### src/rtl/isa_pkg.sv
// Shared ISA definitions for the decode stage: field positions, opcode map,
// instruction classes and the combinational decode of one instruction word.
package isa_pkg;

  localparam int OFF_MSB = 31;
  localparam int OFF_LSB = 19;
  localparam int RA_MSB  = 18;
  localparam int RA_LSB  = 14;
  localparam int RB_MSB  = 13;
  localparam int RB_LSB  = 9;
  localparam int RD_MSB  = 8;
  localparam int RD_LSB  = 4;
  localparam int OP_MSB  = 3;
  localparam int OP_LSB  = 0;
  localparam int OFF_W   = OFF_MSB - OFF_LSB + 1;

  typedef enum logic [3:0] {
    OP_ADD  = 4'd0,
    OP_SUB  = 4'd1,
    OP_MUL  = 4'd2,
    OP_DIV  = 4'd3,
    OP_AND  = 4'd4,
    OP_OR   = 4'd5,
    OP_XOR  = 4'd6,
    OP_ADDI = 4'd7,
    OP_LW   = 4'd8,
    OP_SW   = 4'd9,
    OP_BEQ  = 4'd10,
    OP_BGT  = 4'd11,
    OP_BGE  = 4'd12
  } opcode_t;

  typedef enum logic [2:0] {
    CLS_ALU     = 3'd0,
    CLS_ALUI    = 3'd1,
    CLS_LOAD    = 3'd2,
    CLS_STORE   = 3'd3,
    CLS_BRANCH  = 3'd4,
    CLS_ILLEGAL = 3'd5
  } instr_class_t;

  typedef struct packed {
    instr_class_t     cls;
    logic [3:0]       op;
    logic [4:0]       ra;
    logic [4:0]       rb;
    logic [4:0]       dst;
    logic             we;
    logic             mem_re;
    logic             mem_we;
    logic [OFF_W-1:0] off;
  } decode_t;

  typedef struct packed {
    decode_t bundle;
    logic    use_ra;
    logic    use_rb;
  } decode_info_t;

  // dst defaults to the rd field; only loads write through rb.
  function automatic decode_info_t decode_fn(input logic [31:0] instr);
    decode_info_t info;
    info.bundle.cls    = CLS_ILLEGAL;
    info.bundle.op     = instr[OP_MSB:OP_LSB];
    info.bundle.ra     = instr[RA_MSB:RA_LSB];
    info.bundle.rb     = instr[RB_MSB:RB_LSB];
    info.bundle.dst    = instr[RD_MSB:RD_LSB];
    info.bundle.we     = 1'b0;
    info.bundle.mem_re = 1'b0;
    info.bundle.mem_we = 1'b0;
    info.bundle.off    = instr[OFF_MSB:OFF_LSB];
    info.use_ra        = 1'b0;
    info.use_rb        = 1'b0;
    case (instr[OP_MSB:OP_LSB])
      OP_ADD, OP_SUB, OP_MUL, OP_DIV, OP_AND, OP_OR, OP_XOR: begin
        info.bundle.cls = CLS_ALU;
        info.bundle.we  = 1'b1;
        info.use_ra     = 1'b1;
        info.use_rb     = 1'b1;
      end
      OP_ADDI: begin
        info.bundle.cls = CLS_ALUI;
        info.bundle.we  = 1'b1;
        info.use_ra     = 1'b1;
      end
      OP_LW: begin
        info.bundle.cls    = CLS_LOAD;
        info.bundle.dst    = instr[RB_MSB:RB_LSB];
        info.bundle.we     = 1'b1;
        info.bundle.mem_re = 1'b1;
        info.use_ra        = 1'b1;
      end
      OP_SW: begin
        info.bundle.cls    = CLS_STORE;
        info.bundle.mem_we = 1'b1;
        info.use_ra        = 1'b1;
        info.use_rb        = 1'b1;
      end
      OP_BEQ, OP_BGT, OP_BGE: begin
        info.bundle.cls = CLS_BRANCH;
        info.use_ra     = 1'b1;
        info.use_rb     = 1'b1;
      end
      default: ;
    endcase
    if (info.bundle.dst == 5'd0) info.bundle.we = 1'b0;
    return info;
  endfunction

endpackage

### src/rtl/instr_decode_scoreboard.sv
// Busy-register scoreboard: one bit per architectural register, set on issue,
// cleared on writeback, with a combinational hazard query.
module scoreboard
  import isa_pkg::*;
#(
  parameter int NREGS = 32
) (
  input  logic             clk_i,
  input  logic             rst_i,
  input  logic             set_en_i,
  input  logic [4:0]       set_dst_i,
  input  logic             clr_en_i,
  input  logic [4:0]       clr_rd_i,
  input  logic [4:0]       q_ra_i,
  input  logic             q_use_ra_i,
  input  logic [4:0]       q_rb_i,
  input  logic             q_use_rb_i,
  input  logic [4:0]       q_dst_i,
  input  logic             q_we_i,
  output logic             hazard_o,
  output logic [NREGS-1:0] busy_o
);

  logic [NREGS-1:0] r_busy;
  logic [NREGS-1:0] w_set_mask;
  logic [NREGS-1:0] w_clr_mask;

  // NOTE: every variable gets a default before any conditional write, so
  // no path through the block leaves it unassigned and no latch is inferred.
  always_comb begin
    w_set_mask = '0;
    w_clr_mask = '0;
    if (set_en_i && set_dst_i != 5'd0) w_set_mask[set_dst_i] = 1'b1;
    if (clr_en_i && clr_rd_i != 5'd0)  w_clr_mask[clr_rd_i] = 1'b1;
  end

  // Set is OR'ed in after the clear, so a same-edge set of the same register wins.
  // NOTE: sequential state uses non-blocking assignment so every flop samples
  // pre-edge values regardless of block ordering.
  always_ff @(posedge clk_i) begin
    if (rst_i) r_busy <= '0;
    else       r_busy <= (r_busy & ~w_clr_mask) | w_set_mask;
  end

  assign hazard_o = (q_use_ra_i && r_busy[q_ra_i]) ||
                    (q_use_rb_i && r_busy[q_rb_i]) ||
                    (q_we_i     && r_busy[q_dst_i]);
  assign busy_o   = r_busy;

endmodule

### src/rtl/instr_decode.sv
// Decode stage: valid/ready input handshake, one output register slot, and a
// scoreboard that stalls instructions touching registers with writes in flight.
module instr_decode
  import isa_pkg::*;
#(
  parameter int DATAWIDTH = 32,
  parameter int NREGS     = 32
) (
  input  logic                 clk_i,
  input  logic                 rst_i,
  input  logic                 in_valid_i,
  output logic                 in_ready_o,
  input  logic [31:0]          in_instr_i,
  output logic                 out_valid_o,
  input  logic                 out_ready_i,
  output logic [2:0]           out_class_o,
  output logic [3:0]           out_op_o,
  output logic [4:0]           out_ra_o,
  output logic [4:0]           out_rb_o,
  output logic [4:0]           out_dst_o,
  output logic                 out_we_o,
  output logic                 out_mem_re_o,
  output logic                 out_mem_we_o,
  output logic [DATAWIDTH-1:0] out_imm_o,
  input  logic                 wb_valid_i,
  input  logic [4:0]           wb_rd_i,
  output logic [NREGS-1:0]     busy_o
);

  decode_info_t w_info;
  logic         w_hazard;
  logic         w_accept;
  logic         r_valid;
  decode_t      r_bundle;

  assign w_info     = decode_fn(in_instr_i);
  assign in_ready_o = (!r_valid || out_ready_i) && !w_hazard;
  assign w_accept   = in_valid_i && in_ready_o;

  scoreboard #(.NREGS(NREGS)) u_scoreboard (
    .clk_i      (clk_i),
    .rst_i      (rst_i),
    .set_en_i   (w_accept && w_info.bundle.we),
    .set_dst_i  (w_info.bundle.dst),
    .clr_en_i   (wb_valid_i),
    .clr_rd_i   (wb_rd_i),
    .q_ra_i     (w_info.bundle.ra),
    .q_use_ra_i (w_info.use_ra),
    .q_rb_i     (w_info.bundle.rb),
    .q_use_rb_i (w_info.use_rb),
    .q_dst_i    (w_info.bundle.dst),
    .q_we_i     (w_info.bundle.we),
    .hazard_o   (w_hazard),
    .busy_o     (busy_o)
  );

  // NOTE: the data slot is reset as well as the valid bit, so outputs read
  // as zero after reset rather than leftover state.
  always_ff @(posedge clk_i) begin
    if (rst_i) begin
      r_valid  <= 1'b0;
      r_bundle <= '0;
    end else if (w_accept) begin
      r_valid  <= 1'b1;
      r_bundle <= w_info.bundle;
    end else if (out_ready_i) begin
      r_valid  <= 1'b0;
    end
  end

  assign out_valid_o  = r_valid;
  assign out_class_o  = r_bundle.cls;
  assign out_op_o     = r_bundle.op;
  assign out_ra_o     = r_bundle.ra;
  assign out_rb_o     = r_bundle.rb;
  assign out_dst_o    = r_bundle.dst;
  assign out_we_o     = r_bundle.we;
  assign out_mem_re_o = r_bundle.mem_re;
  assign out_mem_we_o = r_bundle.mem_we;
  assign out_imm_o    = {{(DATAWIDTH-OFF_W){r_bundle.off[OFF_W-1]}}, r_bundle.off};

endmodule

### config.mk
export PLATFORM = sky130hd
export DESIGN_NAME = instr_decode
export DESIGN_NICKNAME = d
export VERILOG_FILES = /design/src/rtl/isa_pkg.sv /design/src/rtl/instr_decode_scoreboard.sv /design/src/rtl/instr_decode.sv
export SDC_FILE = /design/constraint.sdc
export NUM_CORES = 1
export LEC_CHECK = 0
export CAP_MARGIN = 5
export CORE_MARGIN = 8
export CORE_UTILIZATION = 51
export DETAILED_ROUTE_END_ITERATION = 10
export GPL_TIMING_DRIVEN = 0
export PLACE_DENSITY = 0.85
export SYNTH_ARGS = -nofsm -noshare
export SYNTH_HDL_FRONTEND = slang
export SYNTH_SLANG_ARGS = --single-unit
### constraint.sdc
create_clock -name clk_i -period 7.7 [get_ports clk_i]
set_clock_uncertainty 0.15 [all_clocks]
set_input_delay 0.77 -clock clk_i [delete_from_list [all_inputs] [get_ports clk_i]]
set_output_delay 0.77 -clock clk_i [all_outputs]
set_load 0.03 [all_outputs]
==> results.md <==
- Row count: 34
- Status: finished, final reports clean
- Hold Path Depth: 2
- Slew margin rel.: 49.6%
- First drt pass iteration count: 5
- Net Switching: just under 300 uW
- H-Tree Depth: 3
- Maximum vdd drop: 66.2 uV
- Leakage power: 2.19 nW
- Reg2reg path depth: 8
- Post-synth EDFFs: 0
- Vias in the first global route: 4511
- Critical path arrival: between 4 and 5 ns
- Max Slew Vio Count: 0
- Vias per cell: 5.89
- Critical Setup Path Class: in2out
- Clock slew at reported path FFs: 0.07 ns
- CP max FO: 10
- RSZ-0062 raised after global routing: no
- Switching share of power: a little under a third
- Synth Cell Area: between 4000 and 5000 sq um
- Antenna violations before repair: 0
- CP startpoint kind: input pin
- Pre-CTS WS: 2.42 ns
- Hold Vio Cnt, Final: 0
- M2 GR Usage: slightly below 40%
- Max Buffers Root-to-Sink: 2
- Crit path cell chain: clkdlybuf4s50_1 -> buf_1 -> mux2_4 -> buf_2 -> mux2i_1 -> mux2i_1 -> o221ai_1 -> nor3_1 -> nor3_1 -> clkdlybuf4s50_1
- Gr usage total: 23.6%
- Post-route ant nets: 0
- Total gr overflow: 0
- DR iter-0 viols: 339
- Nets@finish: 674
- Setup Fix Bufs, Post-CTS: 0
- Final instance area: 6100 sq um
- Skew-Pair Late Insertion Delay: 0.35 ns
- Crit Reg-Reg Endpoint: u_scoreboard.busy_o[28]
- CTS resizes: 0
- Int Pwr: around 630 uW
- Largest net degree at the start of global routing: 22
- TritonCTS Buffers: 9
- P&R area growth vs syn: 32.8%
- Source of the worst hold timing path: out_op_o[2]
- Sequential element share of the synthesized area: 31.0%
- CTS tree: yes
- Busiest metal layer after global routing: met2
- Worst Hold End: out_op_o[2]
- Seq pwr share: 42.4%
- XOR/XNOR Fraction of Synth Area: 0%
- Routing usage on met3: 6.76%
- Distinct cell type count after synthesis: 54
- First-pass GRT wire length: about 24 mm
- DIE WIDTH: 111 um
- Vias: ~4400
- Worst path slowest cell: clkdlybuf4s50_1
- Slowest stage delay, CP: 0.75 ns
- Diode count: 0
- Commonest non-fill, non-tap cells in the layout: clkdlybuf4s50_1 (120), dfxtp_1 (71), nand2b_1 (63)
- Die Ht: 111 um
- Synthesized instance count: 501
- R2r startpoint: u_scoreboard.busy_o[3]
- Mux contribution to synthesized area: 22.4%
- Core area: 8720 sq um
- Main combinational cell family by area after synthesis: simple AND/OR/NAND/NOR gates
- Post-Route Setup TNS: 0 ns
- Fraction of registers with async set/reset: 0%
- Fmax: 0.189 GHz
- Die area: 12300 sq um
- IO buf count: 120
- Compound-Gate Fraction of Synth Area: about an eighth
- Avg Cell Area, Syn: 9.16 sq um
- Worst Path Required: 6.78 ns
- IO Pins: 133
- Sink Count: 71
- PD cells: 153 nW/um^2
- Final setup fails: 0
- Met1 usage: 28.1%
- Initial Utilization: 52.6%
- Final HPWL DP: about 12 mm
- Simple-Gate Fraction of Synth Area: roughly a quarter
- Syn Nets: 543
- Share of post-route cells with drive strength above 1: between 10% and 20%
- DRC Markers: 0
- Hold crit path type: reg2reg
- Final Cycle Share: 68.6%
- Root Buffer: clkbuf_8
- WP buf/inv: 4
- Commonest non-fill, non-tap cell in the layout: clkdlybuf4s50_1
- Dpl cell area: approximately 6000 sq um
- Tot Pwr: just over 900 uW
- Worst setup margin: 2.42 ns
- Family with the most delay on the worst path: buffers and inverters
- YS warnings: 0
- Drt total wl: 14.9 mm
- Reg2reg setup slack: ~4.4 ns
- Post-Synth Adder-Cell Area: 0.218%
- Routed WL per cell: 20.1 um
- Synth Register Bits: 71
- Clock network power share: 28.4%
- Hold_ws: approximately 0.32 ns
- Comb power frac: 29.2%
- GPL Wtd Cong: 0.941
- CTS hold repair buffers: 0
- Max Cap Violations: 0
- CP endpoint kind: output pin
- Tmin final: 5.28 ns
- Ys flop type: dfxtp_1
- Worst-Margin Slew: 0.754 ns
[metrics by stage]
| step | std cells | utilization [%] |
|---|---|---|
| detailed placement | 729 | 68.0 |
| global route | 743 | 69.9 |
| finish | 743 | 69.9 |
| floorplan | 501 | - |
| CTS | 743 | 69.8 |
| global placement | 729 | 68.0 |
[state kept, by name, summed over array words and instances, names as in the netlist]
| signal | count |
|---|---|
| out_class_o | 3 |
| out_dst_o | 5 |
| out_imm_o | 13 |
| out_mem_re_o | 1 |
| out_mem_we_o | 1 |
| out_op_o | 4 |
| out_ra_o | 5 |
| out_rb_o | 5 |
| out_valid_o | 1 |
| out_we_o | 1 |
| u_scoreboard.busy_o | 32 |
[worst max-delay path by stage]
stage	startpoint	endpoint	slack, ns	cells past startpoint
floorplan	in_instr_i[0]	in_ready_o	3.33	9
global placement	in_instr_i[10]	in_ready_o	2.45	10
detailed placement	in_instr_i[10]	in_ready_o	2.42	10
CTS	in_instr_i[10]	in_ready_o	2.41	10
global route	in_instr_i[10]	in_ready_o	2.17	10
finish	in_instr_i[10]	in_ready_o	2.42	10
[Yosys cell counts, types with 15 or more instances]
library cell / instances / area, sq um
dfxtp_1: 71 / 1420
nand2b_1: 63 / 394
mux2i_1: 46 / 460
nand2_1: 43 / 161
nor2b_1: 29 / 181
o31ai_1: 27 / 203
nand3b_1: 23 / 173
clkbuf_1: 22 / 82.6
buf_4: 21 / 158
o21ai_0: 17 / 85.1
mux2_2: 15 / 169
mux4_2: 15 / 338
[power by group through the flow]
| stage | Clock, mW | Combinational, mW | Sequential [mW] |
|---|---|---|---|
| after CTS | 0.268 | 0.272 | 0.395 |
| after detailed placement | 0 | 0.271 | 0.403 |
| after global placement | 0 | 0.268 | 0.402 |
| final | 0.265 | 0.272 | 0.395 |
| after floorplan | 0 | 0.137 | 0.434 |
| after global routing | 0.282 | 0.288 | 0.397 |
[worst min-delay path, stage by stage, from the launching register on]
cell and delay, ns:
dfxtp_1 0.31, nand2b_1 0.06, mux2i_1 0.05
[final cells by class]
cell class | instances | area, sq um
Multi-Input combinational cell | 367 | 2810
Fill cell | 726 | 2620
Sequential cell | 71 | 1420
Timing Repair Buffer | 120 | 1200
Buffer | 56 | 340
Clock buffer | 13 | 159
Tap cell | 108 | 135
Inverter | 7 | 26.3
Clock inverter | 1 | 5.00
[cells by family (layout without fill, tap and decap cells)]
group | Yosys count | count (layout)
buffers and inverters | 63 | 197
adders and majority gates | 1 | 1
DFF | 71 | 71
muxes | 80 | 80
and+or+nand+nor | 206 | 206
AOI/OAI and AO/OA | 80 | 80
[layer usage]
metal,routed length [um],vias up
met1,6240,2088
met4,342,0
li1,-,2056
met2,7090,205
met5,0,-
met3,1230,30
Power figures use the tool's default switching activity.
